File: config.mk
export PLATFORM = sky130hd
export DESIGN_NAME = link_output_stage_flat
export DESIGN_NICKNAME = d
export VERILOG_FILES = /design/src/rtl/link_output_stage_if.sv /design/src/rtl/link_output_stage.sv /design/src/flat_wrapper.sv
export SDC_FILE = /design/constraint.sdc
export NUM_CORES = 1
export LEC_CHECK = 0
export ABC_AREA = 1
export CAP_MARGIN = 10
export CORE_MARGIN = 2
export CORE_UTILIZATION = 44
export CTS_CLUSTER_SIZE = 25
export DETAILED_ROUTE_END_ITERATION = 8
export PLACE_DENSITY = 0.9
export SLEW_MARGIN = 20
export SYNTH_ARGS = -nofsm -noshare
export SYNTH_HDL_FRONTEND = slang
export SYNTH_SLANG_ARGS = --single-unit
File: constraint.sdc
create_clock -name clk -period 3 [get_ports clk]
set_input_delay 0.6 -clock clk [delete_from_list [all_inputs] [get_ports clk]]
set_output_delay 0.6 -clock clk [all_outputs]
set_load 0.01 [all_outputs]
File: src/rtl/link_output_stage_if.sv
// Buffer-read and outgoing-link signals of the link output stage.
// The slave modport is the stage itself; the master side feeds the buffer head and watches the link.
interface link_output_stage_if #(
  parameter int FLIT_SIZE = 16,
  parameter int CREDITS   = 8
);
  localparam int CW = $clog2(CREDITS + 1);

  logic [FLIT_SIZE-1:0] buf_data_i;
  logic                 buf_empty_i;
  logic                 buf_read_o;
  logic                 hold_i;
  logic                 credit_i;
  logic [FLIT_SIZE-1:0] flit_o;
  logic                 flit_valid_o;
  logic [CW-1:0]        credits_o;
  logic                 pkt_active_o;
  logic                 err_o;

  modport slave (
    input  buf_data_i, buf_empty_i, hold_i, credit_i,
    output buf_read_o, flit_o, flit_valid_o, credits_o, pkt_active_o, err_o
  );

  modport master (
    output buf_data_i, buf_empty_i, hold_i, credit_i,
    input  buf_read_o, flit_o, flit_valid_o, credits_o, pkt_active_o, err_o
  );
endinterface

File: src/rtl/link_output_stage.sv
// Pops flits from the input buffer onto the outgoing link under credit flow control,
// tracks packet framing from the flit-type field and raises a sticky error flag.
module link_output_stage #(
  parameter int FLIT_SIZE = 16,
  parameter int CREDITS   = 8
) (
  input  logic               clk,
  input  logic               rst,
  link_output_stage_if.slave link
);

  localparam int            CW       = $clog2(CREDITS + 1);
  localparam logic [CW-1:0] CRED_MAX = CW'(CREDITS);

  typedef enum logic [1:0] {
    FT_HEAD     = 2'b00,
    FT_BODY     = 2'b01,
    FT_TAIL     = 2'b10,
    FT_HEADTAIL = 2'b11
  } flit_type_t;

  typedef enum logic {
    IDLE   = 1'b0,
    ACTIVE = 1'b1
  } state_t;

  logic [FLIT_SIZE-1:0] flit_p1;
  logic                 vld_p1;
  logic [CW-1:0]        credits_p1;
  logic                 err_p1;
  state_t               state_p1;

  logic                 pop;
  flit_type_t           ftype;

  function automatic logic [CW-1:0] next_credits(input logic [CW-1:0] cur,
                                                 input logic          dec,
                                                 input logic          inc);
    logic [CW-1:0] res;
    res = cur;
    case ({dec, inc})
      2'b10:   res = cur - 1'b1;
      2'b01:   res = (cur == CRED_MAX) ? cur : cur + 1'b1;
      default: res = cur;
    endcase
    return res;
  endfunction

  function automatic logic credit_overflow(input logic [CW-1:0] cur,
                                           input logic          dec,
                                           input logic          inc);
    return inc & ~dec & (cur == CRED_MAX);
  endfunction

  function automatic logic frame_error(input state_t st, input flit_type_t ft);
    logic bad;
    bad = 1'b0;
    case (st)
      IDLE:    bad = (ft == FT_BODY) || (ft == FT_TAIL);
      ACTIVE:  bad = (ft == FT_HEAD) || (ft == FT_HEADTAIL);
      default: bad = 1'b0;
    endcase
    return bad;
  endfunction

  // An out-of-place flit leaves the state untouched.
  function automatic state_t next_state(input state_t st, input flit_type_t ft);
    state_t ns;
    ns = st;
    case (st)
      IDLE:    ns = (ft == FT_HEAD) ? ACTIVE : IDLE;
      ACTIVE:  ns = (ft == FT_TAIL) ? IDLE : ACTIVE;
      default: ns = IDLE;
    endcase
    return ns;
  endfunction

  // Stage p0: buffer head decode and pop decision
  assign ftype = flit_type_t'(link.buf_data_i[FLIT_SIZE-1 -: 2]);
  assign pop   = ~link.buf_empty_i & ~link.hold_i & (credits_p1 != '0);

  assign link.buf_read_o = pop;

  // Stage p1: registered link flit, credit count and framing state
  always_ff @(posedge clk or negedge rst) begin
    if (!rst) begin
      flit_p1    <= '0;
      vld_p1     <= 1'b0;
      credits_p1 <= CRED_MAX;
      err_p1     <= 1'b0;
      state_p1   <= IDLE;
    end else begin
      vld_p1     <= pop;
      credits_p1 <= next_credits(credits_p1, pop, link.credit_i);
      if (pop) begin
        flit_p1  <= link.buf_data_i;
        state_p1 <= next_state(state_p1, ftype);
      end
      if (credit_overflow(credits_p1, pop, link.credit_i) ||
          (pop && frame_error(state_p1, ftype))) begin
        err_p1 <= 1'b1;
      end
    end
  end

  assign link.flit_o       = flit_p1;
  assign link.flit_valid_o = vld_p1;
  assign link.credits_o    = credits_p1;
  assign link.pkt_active_o = (state_p1 == ACTIVE);
  assign link.err_o        = err_p1;

endmodule

File: src/flat_wrapper.sv
// flat-port wrapper written by rule: the top's interface ports become plain ports
module link_output_stage_flat 
#(
  parameter int FLIT_SIZE = 16,
  parameter int CREDITS   = 8
)
  (clk, rst, link_buf_data_i, link_buf_empty_i, link_hold_i, link_credit_i, link_buf_read_o, link_flit_o, link_flit_valid_o, link_credits_o, link_pkt_active_o, link_err_o);
  link_output_stage_if #(.FLIT_SIZE(FLIT_SIZE), .CREDITS(CREDITS)) link_i ();
  input  logic clk;
  input  logic rst;
  input wire logic [$bits(link_i.buf_data_i)-1:0] link_buf_data_i;
  input wire logic [$bits(link_i.buf_empty_i)-1:0] link_buf_empty_i;
  input wire logic [$bits(link_i.hold_i)-1:0] link_hold_i;
  input wire logic [$bits(link_i.credit_i)-1:0] link_credit_i;
  output wire logic [$bits(link_i.buf_read_o)-1:0] link_buf_read_o;
  output wire logic [$bits(link_i.flit_o)-1:0] link_flit_o;
  output wire logic [$bits(link_i.flit_valid_o)-1:0] link_flit_valid_o;
  output wire logic [$bits(link_i.credits_o)-1:0] link_credits_o;
  output wire logic [$bits(link_i.pkt_active_o)-1:0] link_pkt_active_o;
  output wire logic [$bits(link_i.err_o)-1:0] link_err_o;
  assign link_i.buf_data_i = link_buf_data_i;
  assign link_i.buf_empty_i = link_buf_empty_i;
  assign link_i.hold_i = link_hold_i;
  assign link_i.credit_i = link_credit_i;
  assign link_buf_read_o = link_i.buf_read_o;
  assign link_flit_o = link_i.flit_o;
  assign link_flit_valid_o = link_i.flit_valid_o;
  assign link_credits_o = link_i.credits_o;
  assign link_pkt_active_o = link_i.pkt_active_o;
  assign link_err_o = link_i.err_o;
  link_output_stage #(.FLIT_SIZE(FLIT_SIZE), .CREDITS(CREDITS)) u_core (.clk(clk), .rst(rst), .link(link_i));
endmodule
==> run metrics, run 1 <==
status complete, no violations; RD Place Congestion 0.841; RSZ-0062 raised after global routing no; number of synthesized register bits 23; WP buf/inv 3; worst endpoint required time 2400 ps; Max VDD drop 0.000498 V; total placed instance area 1520 µm²; Avg Inst Size Synth 8.59 µm²; clk_skew 6.19 ps; largest net degree at the start of global routing 24; sequential-to-total area share from yosys stat between 50% and 60%; H-tree depth 1; number of DRC markers in iteration 0 10; CP peak stage delay 550 ps; Seq pwr share between 40% and 50%; measured slew at the worst slew-check pin 982 ps; grt total ovfl 0; core area 2250 µm²; Gates resized, CTS repair 0; met2 usage between 30% and 40%; Vias/cell 4.81; internal power 778 µW; Top Ports 45; share of cells above drive strength 1 8.19%; Clock power frac between 10% and 20%; gr busiest metal met2; kind of critical path in -> out; TritonCTS buffer count 3; Hold Fails Final Rpt 0; most common cell after layout, fill and taps aside nand2_1; Comb pwr share a little under half; CTS root buf clkbuf_4; cell count of the worst hold path 2; Post-Syn Nets 148; CTS tree built; sw frac 36.7%; Mapped Cells 124; Setup violations, final 0; clk slew on worst S/H paths about 120 ps; Area growth syn-to-layout 45.7%; r2r endpoint u_core.link.credits_o[3]$_DFFE_PN1P_; Yosys cell types 23; row cnt 17; Syn Std Cell Area roughly 1100 µm²; initial antenna violation count 0; total number of vias 958; HP Class reg -> reg; cell family with most CP delay buffers and inverters; Total Wirelength 2340 µm; vias in the first global route a little over 900; Die X roughly 53 µm; CP Max Fanout 6; DRC 0; Antenna Nets Post-Route 0; Die Y 53.2 µm; antenna cells 0; Most common cell on crit path clkdlybuf4s50_1; FF-to-FF Start u_core.link.credits_o[0]$_DFFE_PN0P_; setup TNS 0 ps; Pwr Density 792 nW/µm²; Post-CTS Hold Fix Bufs 0; Net Switching 451 µW; max-cap viol count 0; first-pass GRT wire length 3890 µm; Critical Path AT about 1900 ps; met3 GRT Util under 10%; Initial Utilization a little under half; GR met1 Demand/Resource 23.0%; Post-CTS Setup Inserts 0; detailed-placement wirelength estimate 1840 µm; Clock Sink Count 23; Routed wire per std cell 11.7 µm; worst rel slew slack 34.3%; fin crit share 83.5%; Worst path slowest cell clkdlybuf4s50_1; reg2reg setup slack 770 ps; clock tree buffer depth 2; port bufs 44; Max Fclk 0.399 GHz; nets 196; Die Area ~2800 µm²; CP Cell Sequence clkdlybuf4s50_1 > nor2_1 > nand2_4 > inv_2 > clkdlybuf4s50_1; most frequent cells in the layout 56 x nand2_1, 44 x clkdlybuf4s50_1, 22 x dfrtp_1; clk_lat worst skew 310 ps; Synth Warn # 0; Hold EP u_core.link.flit_o[1]$_DFFE_PN0P_; hold_sp u_core.link.flit_o[1]$_DFFE_PN0P_; crit path capture type output pin; leakage approximately 0.00077 µW; fin. max-slew vios 0; Finished Cell Area 1550 µm²; GRT Util Overall between 10% and 20%; crit start category input port; Pre-antenna DRT Iters 4; Reg2Reg Depth 15; Period minus WS final 2510 ps
[registers in the layout, summed over array words and instances (netlist names), named ones only]
register	flops
u_core.link.credits_o	4
u_core.link.flit_o	16
u_core.link.err_o	1
u_core.link.flit_valid_o	1
[cell families (layout without fill, tap and decap cells)]
kind of cell / after synthesis / count (layout) / synth area share, %
AOI/OAI and AO/OA: 7 / 7 / 3.64
xor gates and xnor gates: 2 / 2 / 1.65
adders and majority gates: 3 / 3 / 4.23
buffers and inverters: 15 / 62 / 7.17
DFF: 23 / 23 / 54.2
and+or+nand+nor: 74 / 74 / 29.1
[per-layer routing]
layer | vias up | part of all wire [%]
li1 | 474 | -
met1 | 454 | 42
met2 | 26 | 52
met3 | 4 | 4.3
met4 | 0 | 1.5
met5 | - | 0
[per-stage QoR]
stage / worst slack [ps] / util (%) / std cells / hold WS (ps) / power, µW
finish: 495 / 68.8 / 199 / 490 / 1230
floorplan: 1060 / - / 124 / 304 / 799
detailed placement: 360 / 67.6 / 195 / 466 / 1100
global placement: 455 / 67.6 / 195 / 459 / 1070
CTS: 482 / 68.8 / 199 / 495 / 1240
global route: 427 / 68.8 / 199 / 518 / 1330
[power groups by stage]
stage	logic (µW)	clock network [µW]	registers, µW
floorplan	248	0	550
global placement	567	0	508
detailed placement	586	0	514
CTS	590	143	508
global route	654	152	525
finish	583	139	507
[synth_stat cells]
| library cell | n | area, µm² |
|---|---|---|
| nand2_1 | 56 | 210 |
| dfrtp_1 | 22 | 551 |
| inv_1 | 10 | 37.5 |
| nand3_1 | 6 | 30.0 |
| nor2_1 | 6 | 22.5 |
| o21ai_0 | 3 | 15.0 |
| ha_1 | 2 | 25.0 |
| inv_2 | 2 | 7.51 |
| o21ai_1 | 2 | 10.0 |
| xor2_1 | 2 | 17.5 |
| a21oi_1 | 1 | 5.00 |
| buf_2 | 1 | 5.00 |
| buf_6 | 1 | 11.3 |
| buf_8 | 1 | 15.0 |
| dfstp_2 | 1 | 26.3 |
| fa_1 | 1 | 20.0 |
| nand2_2 | 1 | 6.26 |
| nand2_4 | 1 | 11.3 |
| nand3_2 | 1 | 10.0 |
| nand3b_1 | 1 | 7.51 |
| nand4_1 | 1 | 6.26 |
| nor2_2 | 1 | 6.26 |
| o21ai_2 | 1 | 8.76 |
[worst reg2reg max path, cell delays in order, from the launching register on]
cell	delay, ps
dfrtp_1	480
nor2_2	180
nand2_2	80
nand2_4	70
inv_2	60
buf_4	180
nor2_1	140
inv_1	110
ha_1	330
nand3_1	90
nand3_1	110
inv_1	90
o21ai_0	90
nand3_1	100
nand2_1	50
inv_1	40
[final cells by class]
cell class | count | area [µm²]
repair buffers | 46 | 455
well taps | 28 | 35.0
clock buffers | 3 | 22.5
multi-input cells | 86 | 412
fillers | 192 | 703
flip-flops and latches | 23 | 577
clock inverters | 1 | 5.00
inverters | 12 | 45.0
[worst max path at each step]
stage / depth (start not counted) / from / to
floorplan: 13 / link_hold_i / u_core.link.credits_o[3]$_DFFE_PN1P_
global placement: 15 / link_hold_i / u_core.link.credits_o[3]$_DFFE_PN1P_
detailed placement: 15 / link_buf_empty_i / u_core.link.credits_o[3]$_DFFE_PN1P_
CTS: 5 / link_buf_empty_i / link_buf_read_o
global route: 5 / link_hold_i / link_buf_read_o
finish: 5 / link_hold_i / link_buf_read_o
Note: power is estimated with default switching activity, not from simulation.
==> run 2: changes to the inputs <==
- CORE_UTILIZATION: 44 -> 37
- PLACE_DENSITY: 0.9 -> 0.82
- clock period: 3 -> 2 ns (I/O delays scaled with it)
==> run 2 against run 1 <==
  * Register-to-register slack got worse by 570 ps
  * Final area is 8.1% higher
  * Sequential share of layout area shrank 2.8 points
  * Critical path depth down 2
  * Clock skew is 5.5 ps lower
  * Combinational power is 89% higher
  * Sequential cell count is the same
  * Global-route usage decreased by 2.8 points
  * First-iteration DRC count decreased by 70%
==> run metrics, run 2 (synthesis results as in run 1) <==
CTS tree built; number of DRC markers in iteration 0 3 (-7); total number of vias 1,013 (+5.7%); detailed-placement wirelength estimate 1940 µm (+5.0%); Initial Utilization 38.9% (-8.3 points); number of flip-flops in the largest register 16 (unchanged); crit start category register; fin cells 216 (+8.5%); total placed instance area 1590 µm² (+4.2%); Period minus WS final around 1900 ps; port bufs 44 (unchanged); Clock Sink Count 23 (unchanged); Area growth syn-to-layout 57.6%; CP Cell Sequence buf_4 > buf_4 > clkdlybuf4s50_1; H-tree depth 1 (unchanged); Antenna Nets Post-Route 0 (unchanged); Finished Cell Area 1680 µm² (+8.1%); Top Ports 45 (unchanged); Pre-antenna DRT Iters 4 (unchanged); Total Wirelength 2540 µm (+9.0%); clock tree buffer depth 2 (unchanged); Die Area 3320 µm² (+17%); FF-to-FF Start u_core.link.credits_o[1]$_DFFE_PN0P_; Critical Path AT 1460 ps (-450 ps); largest net degree at the start of global routing 24 (unchanged); Hold Fails Final Rpt 0 (unchanged); grt total ovfl 0 (unchanged); clk_skew 0.660 ps (-5.53 ps); worst endpoint required time 1600 ps (-800 ps); status complete, no violations; Setup violations, final 0 (unchanged); Vias/cell 4.69 (-2.6%); share of cells above drive strength 1 16.8% (+8.6 points); first-pass GRT wire length 4280 µm (+9.9%); Reg2Reg Depth 11 (-4); fin crit share slightly above 90%; GRT Util Overall 16.4% (-2.8 points); worst rel slew slack 80.5% (+46 points); TritonCTS buffer count 3 (unchanged); leakage 0.000843 µW (+9.4%); CP peak stage delay 470 ps (-80 ps); Worst path slowest cell clkdlybuf4s50_1; core area 2730 µm² (+21%); Pwr Density 1210 nW/µm² (+53%); kind of critical path reg -> out; r2r endpoint u_core.link.credits_o[2]$_DFFE_PN0P_; Post-CTS Hold Fix Bufs 0 (unchanged); cell count after placement 206 (+5.6%); Die Y 57.6 µm (+8.4%); reg2reg setup slack 200 ps (-570 ps); most frequent cells in the layout 56 x nand2_1, 43 x clkdlybuf4s50_1, 22 x dfrtp_1; antenna cells 0 (unchanged); Max Fclk 0.538 GHz; row cnt 19 (+2); Total Power 2030 µW (+65%); most common cell after layout, fill and taps aside nand2_1; cell family with most CP delay buffers and inverters; clk_lat worst skew 300 ps (about the same); crit path capture type output pin; max-cap viol count 0 (unchanged); WP buf/inv 3 (unchanged); DRC 0 (unchanged); CTS root buf clkbuf_4; RD Place Congestion 0.723 (-14%); Die X 57.6 µm (+8.4%); nets 210 (+7.1%); Max VDD drop 0.000908 V (+82%); measured slew at the worst slew-check pin 292 ps (-690 ps); Most common cell on crit path buf_4; pre-CTS setup slack -221 ps (-581 ps); fin. max-slew vios 0 (unchanged); initial antenna violation count 0 (unchanged); vias in the first global route 1,035 (+14%); CP Max Fanout 5 (-1); smallest setup slack after layout 140 ps (-355 ps); Routed wire per std cell 11.8 µm (+0.38%); HP Class in -> async; clk slew on worst S/H paths 120 ps (about the same)
==> run 2: changes by cell type in the layout (fill, tap and decap cells not counted), sizes merged <==
cell,previous run,this run
buf,2,16
clkbuf,3,4
clkdlybuf4s50,44,43
clkinv,1,0
dlygate4sd2,0,1
==> run 2: through the flow <==
step	util, %	hold slack, ps	setup TNS [ps]
floorplan	-	104	0
global placement	58.1	456	-279
detailed placement	58.1	462	-576
CTS	59.0	432	0
global route	61.4	444	-8.34
finish	61.4	434	0
==> run 2: final cells by class <==
class                   count  area, µm²
flip-flops and latches     23        577
clock buffers               4       26.3
well taps                  31       38.8
multi-input cells          86        432
fillers                   258       1060
inverters                  12       45.0
repair buffers             60        559
==> run 2: routing by layer <==
layer | track usage [%] | routed length (µm)
met4 | 4.98 | 0
met1 | 20.8 | 1040
met5 | 0 | 0
met3 | 4.24 | 193
met2 | 27.8 | 1320
==> run 2: worst max path at each step <==
stage | startpoint | to | slack [ps] | cells past startpoint
floorplan | u_core.link.credits_o[0]$_DFFE_PN0P_ | u_core.link.credits_o[3]$_DFFE_PN1P_ | 90 | 14
global placement | link_hold_i | u_core.link.credits_o[2]$_DFFE_PN0P_ | -110 | 11
detailed placement | link_buf_empty_i | u_core.link.credits_o[3]$_DFFE_PN1P_ | -220 | 14
CTS | u_core.link.credits_o[2]$_DFFE_PN0P_ | u_core.link.credits_o[3]$_DFFE_PN1P_ | 80 | 14
global route | u_core.link.credits_o[1]$_DFFE_PN0P_ | u_core.link.credits_o[3]$_DFFE_PN1P_ | -8 | 14
finish | u_core.link.credits_o[0]$_DFFE_PN0P_ | link_credits_o[0] | 140 | 3
==> run 2: worst reg2reg max path: cells and delay by family (launching register included) <==
family,cells,cell delay [ps]
AO/OA/AOI/OAI,1,50
adder cells (fa/ha/maj),1,370
buffers and inverters,3,260
XOR/XNOR,1,150
AND/OR/NAND/NOR,5,460
flip-flops,1,410
==> run 2: repair_timing <==
item,in CTS,in global routing
setup endpoints to repair,1,1
pin swaps,0,1
resized for setup,1,4
buffers inserted,0,6
==> run 2: report_power, final <==
group          internal, µW  total (µW)  switching (µW)
combinational           603        1100             498
clock                  77.6         204             126
sequential              628         723            95.3
total                  1310        2030             719
==> RTL edit 1 (settings of run 2) <==
Make the reset (`rst`) synchronous in one clocked block.
--- a/src/rtl/link_output_stage.sv
+++ b/src/rtl/link_output_stage.sv
@@ -82,7 +82,7 @@
   assign link.buf_read_o = pop;
 
   // Stage p1: registered link flit, credit count and framing state
-  always_ff @(posedge clk or negedge rst) begin
+  always_ff @(posedge clk) begin
     if (!rst) begin
       flit_p1    <= '0;
       vld_p1     <= 1'b0;
Behaviour: differs if rst is asserted again (counterexample within 4 cycles, from zero or initial values and one cycle with rst low); with rst held inactive, the same outputs for 10 cycles.
==> RTL edit 1 against run 2 <==
Register-to-register slack better by 20 ps; non-clock buffer count down 9; sequential cell count unchanged; wire length up 0.31%; final area down 9.6%; worst setup slack better by 79 ps; clock skew up 10 ps; first-iteration DRC count rose to 9.7 times the old value; utilization down 0.71 points; area after synthesis down 6.7%; critical path type is now register to register.
Power is not compared: it rests on default switching activity, and its combinational part moved more than twofold at a synthesized area within 25%.
==> RTL edit 1: results <==
metrics = {
    "placed_design": {
        "gp_routability_congestion": 0.818,
        "dp_hpwl_um": 1970,
        "placement.setup.worst_slack_ps": -58.9,
    },
    "global_route": {
        "grt_use_met1": 0.182,
        "largest_net_degree_at_the_start_of_global_routing": 21,
        "grt_util_met3": 0.0535,
        "first_global_vias": 894,
        "grt_use_total": 0.160,
    },
    "drt": {
        "wl_met2_um": 1330,
        "met3RoutedLength_um": 138,
        "drtIter0Drc": 29,
        "vias_per_cell": 4.83,
        "wl_met1_um": 1070,
        "drt-wirelength-per-cell_um": 12.2,
        "highest-signal-layer": "met4",
    },
    "worst_setup_path": {
        "slowest_delay_ps": 380,
        "cp-startpoint": "u_core.link.credits_o[1]$_SDFFE_PN0P_",
        "timing.setup.critical_path_class": "register to register",
        "reg2reg_from": "u_core.link.credits_o[1]$_SDFFE_PN0P_",
        "arr_time_crit_path_ps": 1980,
        "setup.reg_to_reg.worst_slack_ps": 220,
        "crit-reg2reg-capture": "u_core.link.credits_o[3]$_SDFFE_PN1P_",
        "crit_slowest_cell": "sky130_fd_sc_hd__dfxtp_2",
        "critPathTopFamily": "simple AND/OR/NAND/NOR gates",
    },
    "clock_network": {
        "post_cts_buffers": 0,
        "insertion_delay_ps": 320,
    },
    "finish": {
        "final_cells": 210,
        "layout.filler_cells": 238,
        "drive_above_1_share": 0.106,
        "synthToLayoutAreaGrowth_pct": 52.6,
    },
    "timing": {
        "final.setup_skew_ps": 10.7,
        "slew_headroom": 0.802,
        "timing.hold.ws_ps": 496,
        "fmaxAchievable_mhz": 562,
    },
    "synthesis": {
        "synthesis.area_per_instance_um2": 7.58,
        "asyncSetResetFlopFracSynth": 0,
        "synth.yosys.seq_area_share": 0.463,
        "post_syn_nets": 155,
        "synth_top_cells_by_area": "sky130_fd_sc_hd__dfxtp_1 46%, sky130_fd_sc_hd__nor2_1 15%, sky130_fd_sc_hd__o21ai_0 7.1%",
        "yosys-top-cells-count": "40 x sky130_fd_sc_hd__nor2_1, 23 x sky130_fd_sc_hd__dfxtp_1, 15 x sky130_fd_sc_hd__nand2_1, 14 x sky130_fd_sc_hd__o21ai_0, 8 x sky130_fd_sc_hd__inv_1",
    },
    "hold_path": {
        "worstHoldPathType": "register to register",
    },
    "pwr": {
        "netSwitchingFraction": 0.318,
    },
    "outcome": {
        "result_of_the_run": "finished clean",
    },
}
-- RTL edit 1: cell types whose count changed after synthesis, sizes merged, moves of 4 or more --
| cell | run 2 | this run |
|---|---|---|
| dfxtp | 0 | 23 |
| inv | 12 | 8 |
| nor2 | 7 | 41 |
| dfrtp | 22 | 0 |
| nand2 | 58 | 18 |
| o21ai | 6 | 15 |
-- RTL edit 1: area by class of cell --
cell class	count	share of cell area
timing repair buffer	51	0.324
inverter	8	0.0198
tap	30	0.0248
clock buffer	3	0.0149
multi-input combinational	94	0.308
sequential	23	0.305
clock inverter	1	0.00330
-- RTL edit 1: cell families (layout without fill, tap and decap cells) --
family | Yosys count | count (layout) | synth area share
fa+ha+maj | 3 | 3 | 0.0453
simple gates | 70 | 70 | 0.300
xor+xnor | 3 | 3 | 0.0265
compound gates | 18 | 18 | 0.0982
flops | 23 | 23 | 0.463
buf+inv | 14 | 63 | 0.0668
-- RTL edit 1: what timing repair did --
item                       in CTS  in global routing
hold buffers                    0                  0
setup endpoints to repair       1                  0
resized for setup               3                  0
==> RTL edit 2 (settings of run 2) <==
Without the edit above. `CREDITS` is set to 8 in 3 places; all go to 4.
--- a/src/rtl/link_output_stage_if.sv
+++ b/src/rtl/link_output_stage_if.sv
@@ -2,7 +2,7 @@
 // The slave modport is the stage itself; the master side feeds the buffer head and watches the link.
 interface link_output_stage_if #(
   parameter int FLIT_SIZE = 16,
-  parameter int CREDITS   = 8
+  parameter int CREDITS   = 4
 );
   localparam int CW = $clog2(CREDITS + 1);
 
--- a/src/rtl/link_output_stage.sv
+++ b/src/rtl/link_output_stage.sv
@@ -2,7 +2,7 @@
 // tracks packet framing from the flit-type field and raises a sticky error flag.
 module link_output_stage #(
   parameter int FLIT_SIZE = 16,
-  parameter int CREDITS   = 8
+  parameter int CREDITS   = 4
 ) (
   input  logic               clk,
   input  logic               rst,
--- a/src/flat_wrapper.sv
+++ b/src/flat_wrapper.sv
@@ -2,7 +2,7 @@
 module link_output_stage_flat 
 #(
   parameter int FLIT_SIZE = 16,
-  parameter int CREDITS   = 8
+  parameter int CREDITS   = 4
 )
   (clk, rst, link_buf_data_i, link_buf_empty_i, link_hold_i, link_credit_i, link_buf_read_o, link_flit_o, link_flit_valid_o, link_credits_o, link_pkt_active_o, link_err_o);
   link_output_stage_if #(.FLIT_SIZE(FLIT_SIZE), .CREDITS(CREDITS)) link_i ();
Interface: changed (resized link_credits_o); port bits go from 45 to 44. No check against the original RTL was run, so the function may have changed too.
==> RTL edit 2 against run 2 <==
Final area decreased by 13%; sequential cell count decreased by 1; wire length down 15%; worst setup slack better by 3.8 ps; area after synthesis down 12%; combinational power down 19%; power fell by 9.4%; sequential share of layout area grew 3.4 points; critical endpoint is now u_core.link.credits_o[2]$_DFFE_PN1P_.
==> RTL edit 2: results <==
metrics = {
    "synthesis": {
        "synthXorXnorAreaFrac": 0.0186,
        "synthesis.area_per_instance_um2": 9.24,
        "netlist-cell-type-count": 21,
        "compound_gate_portion_of_the_synthesized_area": 0.0239,
        "synth_top_cells_by_area": "sky130_fd_sc_hd__dfrtp_1 56%, sky130_fd_sc_hd__nand2_1 21%, sky130_fd_sc_hd__dfstp_2 2.8%",
        "post_synth_fa_ha_maj_area_fraction": 0.0212,
    },
    "global_route": {
        "gr-usage-met2": 0.303,
        "first_global_vias": 885,
        "grt_use_total": 0.170,
    },
    "placed_design": {
        "place_area_um2": 1420,
        "placement.setup.worst_slack_ps": -238,
        "port_buffers": 43,
    },
    "pwr": {
        "p_comb_frac": 0.483,
        "p_leak_nw": 0.698,
        "clkPwrFrac": 0.109,
        "worst_ir_drop_vdd_v": 0.000717,
    },
    "drt": {
        "vias_per_cell": 4.59,
        "wirelength_routed_um": 2170,
        "wl_met1_um": 917,
    },
    "outcome": {
        "result_of_the_run": "finished clean",
    },
    "timing": {
        "timing.hold.ws_ps": 425,
    },
    "worst_setup_path": {
        "arr_time_crit_path_ps": 2100,
        "crit_slowest_cell": "sky130_fd_sc_hd__dfrtp_2",
        "r2r_cells": 10,
        "setup.reg_to_reg.worst_slack_ps": 140,
        "critPathTopFamily": "simple AND/OR/NAND/NOR gates",
    },
    "finish": {
        "final_cells": 182,
    },
}
-- RTL edit 2: cell type report --
type,instances,area (um^2)
inverter,2,7.51
sequential,22,553
tap,30,37.5
fill,230,991
multi-input combinational,75,358
timing repair buffer,49,482
clock buffer,4,26.3
-- RTL edit 2: how the worst max path moves through the flow --
stage	slack (ps)	startpoint	end	depth (start not counted)
6_report	140	u_core.link.credits_o[1]$_DFFE_PN0P_	u_core.link.credits_o[2]$_DFFE_PN1P_	10
5_1_grt	1	u_core.link.credits_o[1]$_DFFE_PN0P_	u_core.link.credits_o[2]$_DFFE_PN1P_	10
4_1_cts	70	u_core.link.credits_o[1]$_DFFE_PN0P_	u_core.link.credits_o[2]$_DFFE_PN1P_	10
3_5_place_dp	-240	link_buf_empty_i	u_core.link.credits_o[2]$_DFFE_PN1P_	10
3_3_place_gp	-140	link_hold_i	u_core.link.credits_o[2]$_DFFE_PN1P_	10
2_1_floorplan	360	u_core.link.credits_o[0]$_DFFE_PN0P_	u_core.link.credits_o[2]$_DFFE_PN1P_	9
